==> config.mk <==
export PLATFORM = sky130hd
export DESIGN_NAME = sa_output_arbiter
export DESIGN_NICKNAME = d
export VERILOG_FILES = /design/src/rtl/sa_output_arbiter.sv
export SDC_FILE = /design/constraint.sdc
export NUM_CORES = 1
export LEC_CHECK = 0
export BUFFER_PORTS_ARGS = -buffer_cell sky130_fd_sc_hd__buf_4
export CORE_MARGIN = 8
export CORE_UTILIZATION = 50
export DETAILED_ROUTE_END_ITERATION = 12
export GPL_TIMING_DRIVEN = 0
export HOLD_SLACK_MARGIN = 0.05
export PLACE_DENSITY = 0.85
export SYNTH_ARGS = -nofsm -noshare
export SYNTH_HDL_FRONTEND = slang
export SYNTH_SLANG_ARGS = --single-unit
==> constraint.sdc <==
create_clock -name clk -period 7.55 [get_ports clk]
set_clock_uncertainty 0.2 [all_clocks]
set_input_delay 1.51 -clock clk [delete_from_list [all_inputs] [get_ports clk]]
set_output_delay 1.51 -clock clk [all_outputs]
set_load 0.01 [all_outputs]
==> src/rtl/sa_output_arbiter.sv <==
// sa_output_arbiter: per-output-port wormhole switch allocator.
// Round-robin on head flits, grant held to tail, credit-based flow control.
module sa_output_arbiter #(
    parameter int N_IN   = 5,
    parameter int FLIT_W = 32,
    parameter int DEPTH  = 4
) (
    input  logic                     clk,
    input  logic                     reset,
    input  logic [N_IN*FLIT_W-1:0]   req_flit,
    input  logic [2*N_IN-1:0]        req_type,
    input  logic                     credit_in,
    output logic [N_IN-1:0]          stop,
    output logic [FLIT_W-1:0]        out_flit,
    output logic                     out_valid,
    output logic                     locked,
    output logic [2:0]               owner,
    output logic                     err
);

    typedef enum logic {S_IDLE, S_LOCKED} state_t;

    localparam logic [3:0] DEPTH_C = 4'(DEPTH);
    localparam logic [3:0] NIN_C   = 4'(N_IN);
    localparam logic [2:0] LAST_C  = 3'(N_IN - 1);

    state_t              r_state;
    logic [2:0]          r_rr_ptr;
    logic [2:0]          r_owner;
    logic [3:0]          r_credits;
    logic [FLIT_W-1:0]   r_out_flit;
    logic                r_out_valid;
    logic                r_err;

    logic                w_head_found;
    logic [2:0]          w_head_idx;
    logic [1:0]          w_own_type;
    logic                w_xfer;
    logic [2:0]          w_sel;
    logic [1:0]          w_sel_type;
    logic [FLIT_W-1:0]   w_sel_flit;
    logic                w_err_proto;
    logic                w_overflow;
    logic [N_IN-1:0]     w_stop;

    // Round-robin scan for the first head flit starting at rr_ptr
    always_comb begin : scan
        logic [3:0] idx;
        w_head_found = 1'b0;
        w_head_idx   = '0;
        idx          = '0;
        for (int k = 0; k < N_IN; k++) begin
            idx = {1'b0, r_rr_ptr} + 4'(k);
            if (idx >= NIN_C) begin
                idx = idx - NIN_C;
            end
            if (!w_head_found && req_type[2*idx +: 2] == 2'b01) begin
                w_head_found = 1'b1;
                w_head_idx   = idx[2:0];
            end
        end
    end

    // Grant decision, stop vector and protocol error detection
    always_comb begin
        w_own_type  = req_type[2*r_owner +: 2];
        w_xfer      = 1'b0;
        w_sel       = r_owner;
        w_err_proto = 1'b0;
        if (r_state == S_IDLE) begin
            w_sel  = w_head_idx;
            w_xfer = w_head_found && (r_credits != 4'd0);
            for (int i = 0; i < N_IN; i++) begin
                if (req_type[2*i+1]) begin
                    w_err_proto = 1'b1;
                end
            end
        end else begin
            w_xfer      = (r_credits != 4'd0) && w_own_type[1];
            w_err_proto = (w_own_type == 2'b01);
        end
        w_sel_type = req_type[2*w_sel +: 2];
        w_sel_flit = req_flit[int'(w_sel)*FLIT_W +: FLIT_W];
        w_overflow = credit_in && !w_xfer && (r_credits == DEPTH_C);
        w_stop     = '1;
        if (w_xfer) begin
            w_stop[w_sel] = 1'b0;
        end
    end

    // Allocation FSM with credit counter and registered output link
    always_ff @(posedge clk or posedge reset) begin
        if (reset) begin
            r_state     <= S_IDLE;
            r_rr_ptr    <= '0;
            r_owner     <= '0;
            r_credits   <= DEPTH_C;
            r_out_flit  <= '0;
            r_out_valid <= 1'b0;
            r_err       <= 1'b0;
        end else begin
            r_out_valid <= w_xfer;
            r_err       <= r_err | w_err_proto | w_overflow;
            if (w_xfer && !credit_in) begin
                r_credits <= r_credits - 4'd1;
            end else if (!w_xfer && credit_in && !w_overflow) begin
                r_credits <= r_credits + 4'd1;
            end
            if (w_xfer) begin
                r_out_flit <= w_sel_flit;
                unique case (r_state)
                    S_IDLE: begin
                        r_state <= S_LOCKED;
                        r_owner <= w_sel;
                    end
                    S_LOCKED: begin
                        if (w_sel_type == 2'b11) begin
                            r_state  <= S_IDLE;
                            r_rr_ptr <= (r_owner == LAST_C) ? 3'd0
                                                            : r_owner + 3'd1;
                        end
                    end
                    default: r_state <= S_IDLE;
                endcase
            end
        end
    end

    assign stop      = w_stop;
    assign out_flit  = r_out_flit;
    assign out_valid = r_out_valid;
    assign locked    = (r_state == S_LOCKED);
    assign owner     = r_owner;
    assign err       = r_err;

endmodule

==> results of run 1 <==
[registers in the layout, summed over array words and instances (netlist names)]
signal     count
err            1
locked         1
out_flit      32
out_valid      1
r_rr_ptr       3
r_credits      4
owner          3
[worst reg2reg max path: stages, from the launching register on]
cell and delay, ns:
dfrtp_1 0.59, clkinv_1 0.50, ha_1 0.46, ha_1 0.30, buf_2 0.21, inv_1 0.08
o31ai_1 0.39, o211ai_1 0.17, a22o_1 0.25, o311ai_2 0.48, a2111oi_0 0.13, a31o_2 0.28
o21ai_2 0.37, clkbuf_1 0.51, mux4_2 0.42, a221o_1 0.33
[per-layer routing]
layer	vias to the layer above	wire length (um)
met2	259	9520
met1	2499	7210
met4	0	408
met5	-	0
li1	2313	-
met3	31	1600
[metrics by stage]
stage / hold slack, ns / total power, mW / setup slack, ns / cell area, um^2
floorplan: 0.243 / 2.77 / 1.86 / 4590
global placement: 0.259 / 3.57 / 0.845 / 6350
detailed placement: 0.273 / 3.64 / 0.729 / 6370
CTS: 0.287 / 3.81 / 0.378 / 6460
global route: 0.314 / 4.10 / 0.0318 / 6460
finish: 0.279 / 3.84 / 0.367 / 6460
[where the power goes]
| group | total, mW | internal [mW] | leakage (nW) | switching (mW) |
|---|---|---|---|---|
| clock network | 0.160 | 0.0745 | 0.0445 | 0.0855 |
| logic | 3.20 | 1.45 | 2.47 | 1.75 |
| registers | 0.477 | 0.378 | 0.541 | 0.0995 |
| total | 3.84 | 1.91 | 3.06 | 1.93 |
[cells in the mapped netlist (3+ instances only)]
cell type  instances  share of area
and3_1            25          0.034
nand2b_1          11          0.015
o21ai_0           12          0.013
nor2_1            25          0.020
nand3_1            8         0.0087
inv_1             14          0.011
clkbuf_1          15          0.012
and2_1             5         0.0068
mux2_2             9          0.022
dfrtp_1           44           0.24
xnor2_1            7          0.013
ha_1              16          0.044
a22oi_1            5         0.0082
a21oi_1           33          0.036
or3_1              3         0.0041
nor3_1            10          0.011
mux4_2            27           0.13
buf_2             13          0.014
nor3b_1            3         0.0049
o31ai_1            4         0.0065
a221o_1           24          0.052
o21bai_1           4         0.0065
mux2i_1           16          0.035
nor2b_1            9          0.012
nand4_1            5         0.0068
nand2_1           28          0.023
a21o_1            11          0.018
o22ai_1            3         0.0041
o211ai_1           7          0.011
buf_6              3         0.0074
a211oi_1           3         0.0049
buf_4              4         0.0065
a221oi_1           6          0.011
[path summary, 6_finish.rpt]
kind	cells after the start	slack, ns	endpoint	from
worst min register to register	1	0.28	r_credits[3]$_DFFE_PP0P_	r_credits[3]$_DFFE_PP0P_
worst max register to register	15	1.75	out_flit[10]$_DFFE_PP0N_	r_rr_ptr[1]$_DFFE_PP0P_
worst min-delay path	1	0.28	r_credits[3]$_DFFE_PP0P_	r_credits[3]$_DFFE_PP0P_
max in group asynchronous	3	5.73	r_credits[2]$_DFFE_PP1P_	reset
worst max-delay path	16	0.37	stop[4]	r_rr_ptr[1]$_DFFE_PP0P_
min in group asynchronous	2	0.90	out_valid$_DFF_PP0_	reset
[cell families (layout without fill, tap and decap cells)]
logic type,after synthesis,after routing,share of synthesized area
AND/OR/NAND/NOR,146,146,0.172
buffers and inverters,53,277,0.0553
AO/OA/AOI/OAI,151,151,0.259
multiplexers,55,55,0.201
flip-flops,45,45,0.245
XOR/XNOR,8,8,0.0153
adder cells (fa/ha/maj),18,18,0.0523
[layout make-up]
class | instances | area [um^2] | area share
multi-input cells | 378 | 3210 | 0.497
repair buffers | 216 | 1630 | 0.253
flip-flops and latches | 45 | 1130 | 0.174
plain buffers | 36 | 190 | 0.0294
well taps | 111 | 139 | 0.0215
clock buffers | 7 | 86.3 | 0.0134
inverters | 17 | 63.8 | 0.00988
clock inverters | 1 | 7.51 | 0.00116
==> metrics.md, run 1 <==
| Metric | Value |
|---|---|
| Outcome | `finished, final reports clean` |
| Via count | `5,102` |
| Number of fill cells in the layout | `690` |
| Num CTS Buffers | `5` |
| Max VDD drop | `0.280 mV` |
| Skew-Pair Late Insertion Delay | `0.30 ns` |
| Most frequent cells in the layout | `buf_4 (219), dfrtp_1 (44), a21oi_1 (33)` |
| Antenna diode count | `0` |
| YS warnings | `0` |
| Setup crit start kind | `register` |
| Placer Congestion | `0.955` |
| Slew Viols, Final | `0` |
| Die ar. | `0.0125 mm^2` |
| Most used DFF post-synth | `dfrtp_1` |
| Unique masters post-synth | `83` |
| Vias/cell | `6.29` |
| Crit Path Class | `reg2out` |
| Post-CTS setup buffer count | `0` |
| Tmin final | `7.18 ns` |
| Dpl cells | `803` |
| CTS tree | `yes` |
| Starting Density | `0.507` |
| Routed WL | `18,700 um` |
| Power Dens Cells | `594 mW/mm^2` |
| Most used cell, CP | `buf_2` |
| Largest net degree at the start of global routing | `40` |
| GRT overflow | `0` |
| CTS Sinks | `45` |
| CP Buf/Inv Count | `6` |
| GRT Max-Usage Layer | `met2` |
| Max_cap viols | `0` |
| Worst path max stage delay | `0.59 ns` |
| Crit-path leading delay family | `compound AO/OA/AOI/OAI gates` |
| # nets final | `890` |
| Crit path required time | `5.84 ns` |
| Register area share after synthesis | `0.245` |
| Post-Synthesis Cell Area | `0.00459 mm^2` |
| Crit-path max FO | `12` |
| Hold buffers post-CTS | `0` |
| Tot GR Track Use | `0.289` |
| Async S/R FF share, synth | `1.00` |
| Critical Path AT | `5.47 ns` |
| Cells after Synth | `476` |
| # setup viols final | `0` |
| Fin crit share | `0.951` |
| Met1 Resource Use GR | `0.345` |
| Met3 Resource Use GR | `0.0660` |
| Net count after synthesis | `667` |
| Non-filler cells, final | `811` |
| Die height | `112 um` |
| Synth Register Bits | `45` |
| Initial antenna violation count | `0` |
| CTS resizes | `0` |
| Drc violations | `0` |
| Slew @ Worst Pin | `0.586 ns` |
| Std-Cell Core Area | `0.00906 mm^2` |
| Row cnt | `35` |
| CP cell instances | `clkinv_1 > ha_1 > ha_1 > buf_2 > inv_1 > o31ai_1 > o211ai_1 > a22o_1 > o311ai_2 > a2111oi_0 > a31o_2 > o21ai_2 > buf_2 > buf_2 > nand4_1 > buf_4` |
| Commonest non-fill, non-tap cell in the layout | `buf_4` |
| Share of layout cells above drive strength 1 | `0.430` |
| CTS max path bufs | `2` |
| Fin. Hold Viols | `0` |
| First-pass GRT wire length | `28,800 um` |
| Initial DRC count | `332` |
| Antenna viol nets, final | `0` |
| Clock Pin Slew Worst Setup and Hold Paths | `0.09 ns` |
| CTS root buf | `clkbuf_8` |
| Fmax | `139 MHz` |
| Area Overhead vs Synth | `40.6%` |
| Hold Path Class | `reg2reg` |
| Syn_area_per_cell | `9.65 um^2` |
| TritonRoute pass-1 iters | `5` |
| Vias in the first global route | `5,367` |
| # port buffers | `215` |
| Met2 Usage GRT | `0.511` |
| Number of synthesized flops with an enable pin | `0` |
| Fin util | `0.713` |
| Total negative slack | `0 ns` |
| Rel. slew slack | `0.610` |
| WL per Instance | `23.1 um` |
| Chip width | `112 um` |
| Setup crit end kind | `primary output` |
| Leakage | `3.06 nW` |
| Boundary pin count | `216` |
| DP HPWL | `15,700 um` |
| Slowest cell on the critical path | `dfrtp_1` |
| H-tree depth | `2` |
| Unrepaired setup endpoints after global routing | `false` |
Power figures use the tool's default switching activity.
==> run 2, diff against run 1 <==
CORE_ASPECT_RATIO = 1.25   (was default)
==> run 2 against run 1 <==
  * Via count rose by 4.0%
  * Die area is 0.15% higher
  * Worst setup slack better by 0.040 ns
  * Power is 5.4% higher
  * Sequential power rose by 1%
  * First-iteration DRC count is 39% higher
  * Non-clock buffer count grew 5
  * Cell area is 1.9% higher
  * Cell count up 2.2%
  * Register-to-register slack improved by 0.11 ns
  * Flip-flop and latch count did not move
==> metrics.md, run 2 (synthesis results as in run 1) <==
| Metric | Value |
|---|---|
| Boundary pin count | `216` |
| Placer Congestion | `1.02` |
| Power Dens Cells | `615 mW/mm^2` |
| Antenna viol nets, final | `0` |
| Critical Path AT | `5.43 ns` |
| RR Startpoint | `r_rr_ptr[1]$_DFFE_PP0P_` |
| Most frequent cells in the layout | `buf_4 (224), dfrtp_1 (44), a21oi_1 (33)` |
| # nets final | `895` |
| Share of layout cells above drive strength 1 | `0.437` |
| Largest net degree at the start of global routing | `45` |
| Crit-path max FO | `10` |
| DP HPWL | `17,000 um` |
| Flop2flop setup slack | `1.86 ns` |
| CTS Sinks | `45` |
| Chip width | `102 um` |
| Skew-Pair Late Insertion Delay | `0.28 ns` |
| FF-to-FF End | `r_credits[3]$_DFFE_PP0P_` |
| Leakage | `3.11 nW` |
| Commonest non-fill, non-tap cell in the layout | `buf_4` |
| Worst path max stage delay | `0.62 ns` |
| Dpl cells | `815` |
| Slowest cell on the critical path | `dfrtp_1` |
| Initial DRC count | `462` |
| CTS max path bufs | `2` |
| Vias/cell | `6.40` |
| GRT overflow | `0` |
| Routed WL | `21,100 um` |
| Outcome | `finished, final reports clean` |
| Row cnt | `39` |
| Number of fill cells in the layout | `621` |
| Rel. slew slack | `0.585` |
| CTS root buf | `clkbuf_16` |
| Max VDD drop | `0.456 mV` |
| Tmin final | `7.14 ns` |
| Via count | `5,304` |
| Crit-path leading delay family | `compound AO/OA/AOI/OAI gates` |
| TritonRoute pass-1 iters | `5` |
| Setup crit start kind | `register` |
| FF-to-FF path depth | `19` |
| Total negative slack | `0 ns` |
| Hold Path Class | `reg2reg` |
| Crit Path Class | `reg2out` |
| Worst setup path start | `r_rr_ptr[1]$_DFFE_PP0P_` |
| Hold_ws | `0.275 ns` |
| CP cell instances | `clkinvlp_4 > ha_1 > ha_1 > buf_2 > inv_1 > o31ai_1 > o211ai_1 > a22o_1 > o311ai_2 > a2111oi_0 > a31o_2 > o21ai_2 > buf_2 > buf_2 > nand4b_1 > buf_4` |
| Area Overhead vs Synth | `43.2%` |
| Drc violations | `0` |
| Fin crit share | `0.946` |
| Starting Density | `0.509` |
| Non-filler cells, final | `829` |
| Setup crit end kind | `primary output` |
| Slew Viols, Final | `0` |
| Unrepaired setup endpoints after global routing | `false` |
| Max reg flops | `32` |
| WL per Instance | `25.4 um` |
| Hold Crit Depth | `1` |
| Die ar. | `0.0125 mm^2` |
| Total power | `4.05 mW` |
| Crit path required time | `5.84 ns` |
| Vias in the first global route | `5,838` |
| Stages on the worst setup path | `16` |
| Critical Path End | `stop[0]` |
| Num CTS Buffers | `5` |
| # setup viols final | `0` |
| Clock Pin Slew Worst Setup and Hold Paths | `0.06 ns` |
| Slew @ Worst Pin | `0.622 ns` |
| Tot GR Track Use | `0.333` |
| First-pass GRT wire length | `31,700 um` |
| Most used cell, CP | `buf_2` |
| # port buffers | `215` |
| Die height | `123 um` |
| CTS tree | `yes` |
| Max_cap viols | `0` |
| Std-Cell Core Area | `0.00903 mm^2` |
| CP Buf/Inv Count | `6` |
| Fin. Hold Viols | `0` |
| Initial antenna violation count | `0` |
| H-tree depth | `2` |
| Fmax | `140 MHz` |
[run 2: cell types whose count changed in the layout (fill, tap and decap cells not counted), moves of 2 or more]
cell       previous run  this run
clkbuf_8              6         0
buf_4               219       224
clkinv_2              0         2
clkbuf_16             0         5
[run 2: area by class of cell]
type	instances	area (um^2)	area share
multi-input cells	378	3230	0.491
repair buffers	221	1670	0.254
flip-flops and latches	45	1130	0.171
plain buffers	36	190	0.0289
well taps	123	154	0.0234
clock buffers	6	129	0.0196
inverters	17	67.6	0.0103
clock inverters	2	10.0	0.00152
diodes	1	2.50	0.000380
[run 2: per-stage QoR]
stage,instance area (um^2),worst slack [ns],utilization
2_1_floorplan,4590,1.86,-
3_3_place_gp,6360,0.708,0.705
3_5_place_dp,6380,0.598,0.707
4_1_cts,6520,0.256,0.722
5_1_grt,6580,0.117,0.729
6_report,6580,0.407,0.729
[run 2: worst register-to-register path: stages (launching register included)]
cell and delay (ns):
dfrtp_1 0.62, clkinvlp_4 0.34, ha_1 0.35, inv_1 0.09
ha_1 0.24, a21o_1 0.22, mux2i_1 0.39, o22ai_1 0.14
a22oi_1 0.43, o221ai_2 0.27, o31ai_1 0.51, inv_1 0.12
clkbuf_1 0.25, nand2b_1 0.23, inv_1 0.09, ha_1 0.28
a21o_1 0.18, a21oi_1 0.21, mux2i_1 0.26, xor2_1 0.18
[run 2: worst min-delay path by stage]
| stage | end | start |
|---|---|---|
| after CTS | r_credits[3]$_DFFE_PP0P_ | r_credits[3]$_DFFE_PP0P_ |
| final | r_credits[3]$_DFFE_PP0P_ | r_credits[3]$_DFFE_PP0P_ |
| after floorplan | r_credits[3]$_DFFE_PP0P_ | r_credits[3]$_DFFE_PP0P_ |
| after global routing | r_credits[3]$_DFFE_PP0P_ | r_credits[3]$_DFFE_PP0P_ |
| after detailed placement | r_credits[3]$_DFFE_PP0P_ | r_credits[3]$_DFFE_PP0P_ |
| after global placement | r_credits[3]$_DFFE_PP0P_ | r_credits[3]$_DFFE_PP0P_ |
[run 2: power by group]
| group | internal (mW) | switching (mW) | leakage, nW |
|---|---|---|---|
| combinational | 1.48 | 1.87 | 2.50 |
| sequential | 0.379 | 0.104 | 0.541 |
| clock | 0.122 | 0.0930 | 0.0706 |
[run 2: layer usage]
layer  wire length (um)  up-vias  global-route usage
met5                  0        -                   0
met4               1260        0               0.196
met3               1860       87              0.0834
met2              10900      324               0.592
met1               7060     2566               0.347
li1                   -     2327                   -
[run 2: repair_timing]
action,4_1_cts,5_1_grt
hold buffers,0,0
gates resized for setup,0,3
setup buffers,0,5
setup endpoints to repair,0,4
endpoints found under the hold margin,0,0
==> run 3, diff against run 2 <==
TNS_END_PERCENT = 5   (was default)
clock period = 9.1 ns   (was 7.55 ns; I/O delays follow)
==> run 3 against run 2 <==
  * Via count decreased by 0.74%
  * Cell count fell by 0.72%
  * Sequential share of layout area increased by 0.16 points
  * Worst hold slack got worse by 0.0025 ns
  * Combinational power is 18% lower
  * Worst setup slack improved by 0.92 ns
==> metrics.md, run 3 (synthesis results as in run 1) <==
| Metric | Value |
|---|---|
| Total net switching power | `1.70 mW` |
| CTS resizes | `0` |
| Switching part of the total | `0.511` |
| Tot GR Track Use | `0.333` |
| Area Overhead vs Synth | `41.9%` |
| Fin crit share | `0.855` |
| RR Startpoint | `r_rr_ptr[1]$_DFFE_PP0P_` |
| Setup crit end kind | `primary output` |
| # setup viols final | `0` |
| Pre-CTS WS | `1.68 ns` |
| Hold_ws | `0.273 ns` |
| Max_cap viols | `0` |
| Number of fill cells in the layout | `631` |
| Top Layer Used | `met4` |
| Crit-path max FO | `12` |
| FF-to-FF path depth | `15` |
| Hold Crit Depth | `1` |
| Non-filler cells, final | `823` |
| Max VDD drop | `0.379 mV` |
| Placed cell area | `0.00638 mm^2` |
| Outcome | `finished, final reports clean` |
| Largest net degree at the start of global routing | `45` |
| Critical Path AT | `5.76 ns` |
| Antenna diode count | `0` |
| DP HPWL | `17,000 um` |
| Multi-input gate area | `0.00321 mm^2` |
| # nets final | `890` |
| Clock Pin Slew Worst Setup and Hold Paths | `0.06 ns` |
| Die height | `123 um` |
| FF-to-FF End | `out_flit[9]$_DFFE_PP0N_` |
| Final Instance Area | `0.00652 mm^2` |
| H-tree depth | `2` |
| Slew Viols, Final | `0` |
| Fmax | `129 MHz` |
| Routed WL | `20,900 um` |
| Logic pwr share | `0.826` |
| Fin util | `0.722` |
| Slew @ Worst Pin | `0.789 ns` |
| Hold buffers post-CTS | `0` |
| Power Dens Cells | `509 mW/mm^2` |
| Placer Congestion | `1.02` |
| CTS Sinks | `45` |
| Crit path required time | `7.08 ns` |
| Vias/cell | `6.40` |
| Row cnt | `39` |
| Post-CTS setup buffer count | `0` |
| CTS max path bufs | `2` |
| Total negative slack | `0 ns` |
| Drc violations | `0` |
| Antenna viol nets, final | `0` |
| Commonest non-fill, non-tap cell in the layout | `buf_4` |
| WL per Instance | `25.4 um` |
| Num CTS Buffers | `5` |
| GRT overflow | `0` |
| Worst setup margin | `1.32 ns` |
| Register area | `0.00113 mm^2` |
| Flop2flop setup slack | `3.12 ns` |
| CTS tree | `yes` |
| # port buffers | `215` |
| Skew-Pair Late Insertion Delay | `0.29 ns` |
| Boundary pin count | `216` |
| Chip width | `102 um` |
| Met2 wire len | `10,800 um` |
| M1 wire length | `6980 um` |
| Initial antenna violation count | `0` |
| Unrepaired setup endpoints after global routing | `false` |
| Internal power | `1.62 mW` |
| Initial DRC count | `408` |
| Sequential share of power | `0.121` |
| Fin. Hold Viols | `0` |
| Via count | `5,265` |
| Total power | `3.32 mW` |
| Most frequent cells in the layout | `buf_4 (219), dfrtp_1 (44), a21oi_1 (33)` |
| Hold Path Class | `reg2reg` |
| First-pass GRT wire length | `31,700 um` |
| Rel. slew slack | `0.468` |
| Clock network fraction of total power | `0.054` |
| Worst hold path endpoint | `r_credits[3]$_DFFE_PP0P_` |
| Max reg flops | `32` |
| Met3 wire length | `1840 um` |
| Tmin final | `7.78 ns` |
| Share of layout cells above drive strength 1 | `0.430` |
| TritonRoute pass-1 iters | `5` |
| Crit Path Class | `reg2out` |
| Std-Cell Core Area | `0.00903 mm^2` |
| CTS root buf | `clkbuf_16` |
| Starting Density | `0.509` |
| Leakage | `3.08 nW` |
| Dpl cells | `815` |
| Die ar. | `0.0125 mm^2` |
| Vias in the first global route | `5,834` |
| Hold_sp | `r_credits[3]$_DFFE_PP0P_` |
| Setup crit start kind | `register` |
==> run 3: cell count changes in the layout (fill, tap and decap cells not counted) <==
cell / previous run / this run
diode_2: 1 / 0
clkinvlp_4: 1 / 0
o41ai_4: 1 / 0
buf_4: 224 / 219
clkinv_1: 0 / 1
o41ai_2: 0 / 1
a22oi_2: 1 / 0
a22oi_1: 4 / 5
==> run 3: worst max path at each step <==
stage / startpoint / to / cells past startpoint
global placement: req_type[3] / stop[0] / 12
floorplan: req_type[2] / stop[0] / 10
detailed placement: req_type[3] / stop[0] / 12
CTS: r_rr_ptr[1]$_DFFE_PP0P_ / stop[0] / 16
finish: r_rr_ptr[1]$_DFFE_PP0P_ / stop[0] / 16
global route: r_rr_ptr[1]$_DFFE_PP0P_ / stop[0] / 16
==> run 3: layer usage <==
| layer | global-route usage | vias up |
|---|---|---|
| li1 | - | 2315 |
| met1 | 0.350 | 2505 |
| met2 | 0.593 | 365 |
| met3 | 0.0794 | 80 |
| met4 | 0.193 | 0 |
| met5 | 0 | - |
==> run 3: layout make-up <==
cell class              count  share of cell area
repair buffers            216               0.251
multi-input cells         378               0.493
inverters                  17             0.00979
well taps                 123              0.0236
clock inverters             2             0.00153
clock buffers               6              0.0198
flip-flops and latches     45               0.173
plain buffers              36              0.0292
==> run 3: critical path, stage by stage (launching register included) <==
cell	delay, ns
dfrtp_1	0.60
clkinv_1	0.48
ha_1	0.44
ha_1	0.30
buf_2	0.21
inv_1	0.08
o21ai_1	0.23
nor3_1	0.10
o41ai_2	0.77
o211ai_1	0.25
a21o_1	0.23
a31o_2	0.23
o21ai_2	0.43
buf_2	0.37
buf_2	0.28
nand4b_1	0.23
buf_4	0.22
==> run 3: power groups by stage <==
stage / logic [mW] / registers, mW / clock network, mW
CTS: 2.70 / 0.396 / 0.177
detailed placement: 2.68 / 0.394 / 0
global placement: 2.59 / 0.391 / 0
finish: 2.74 / 0.400 / 0.178
global route: 2.93 / 0.408 / 0.185
floorplan: 1.89 / 0.414 / 0
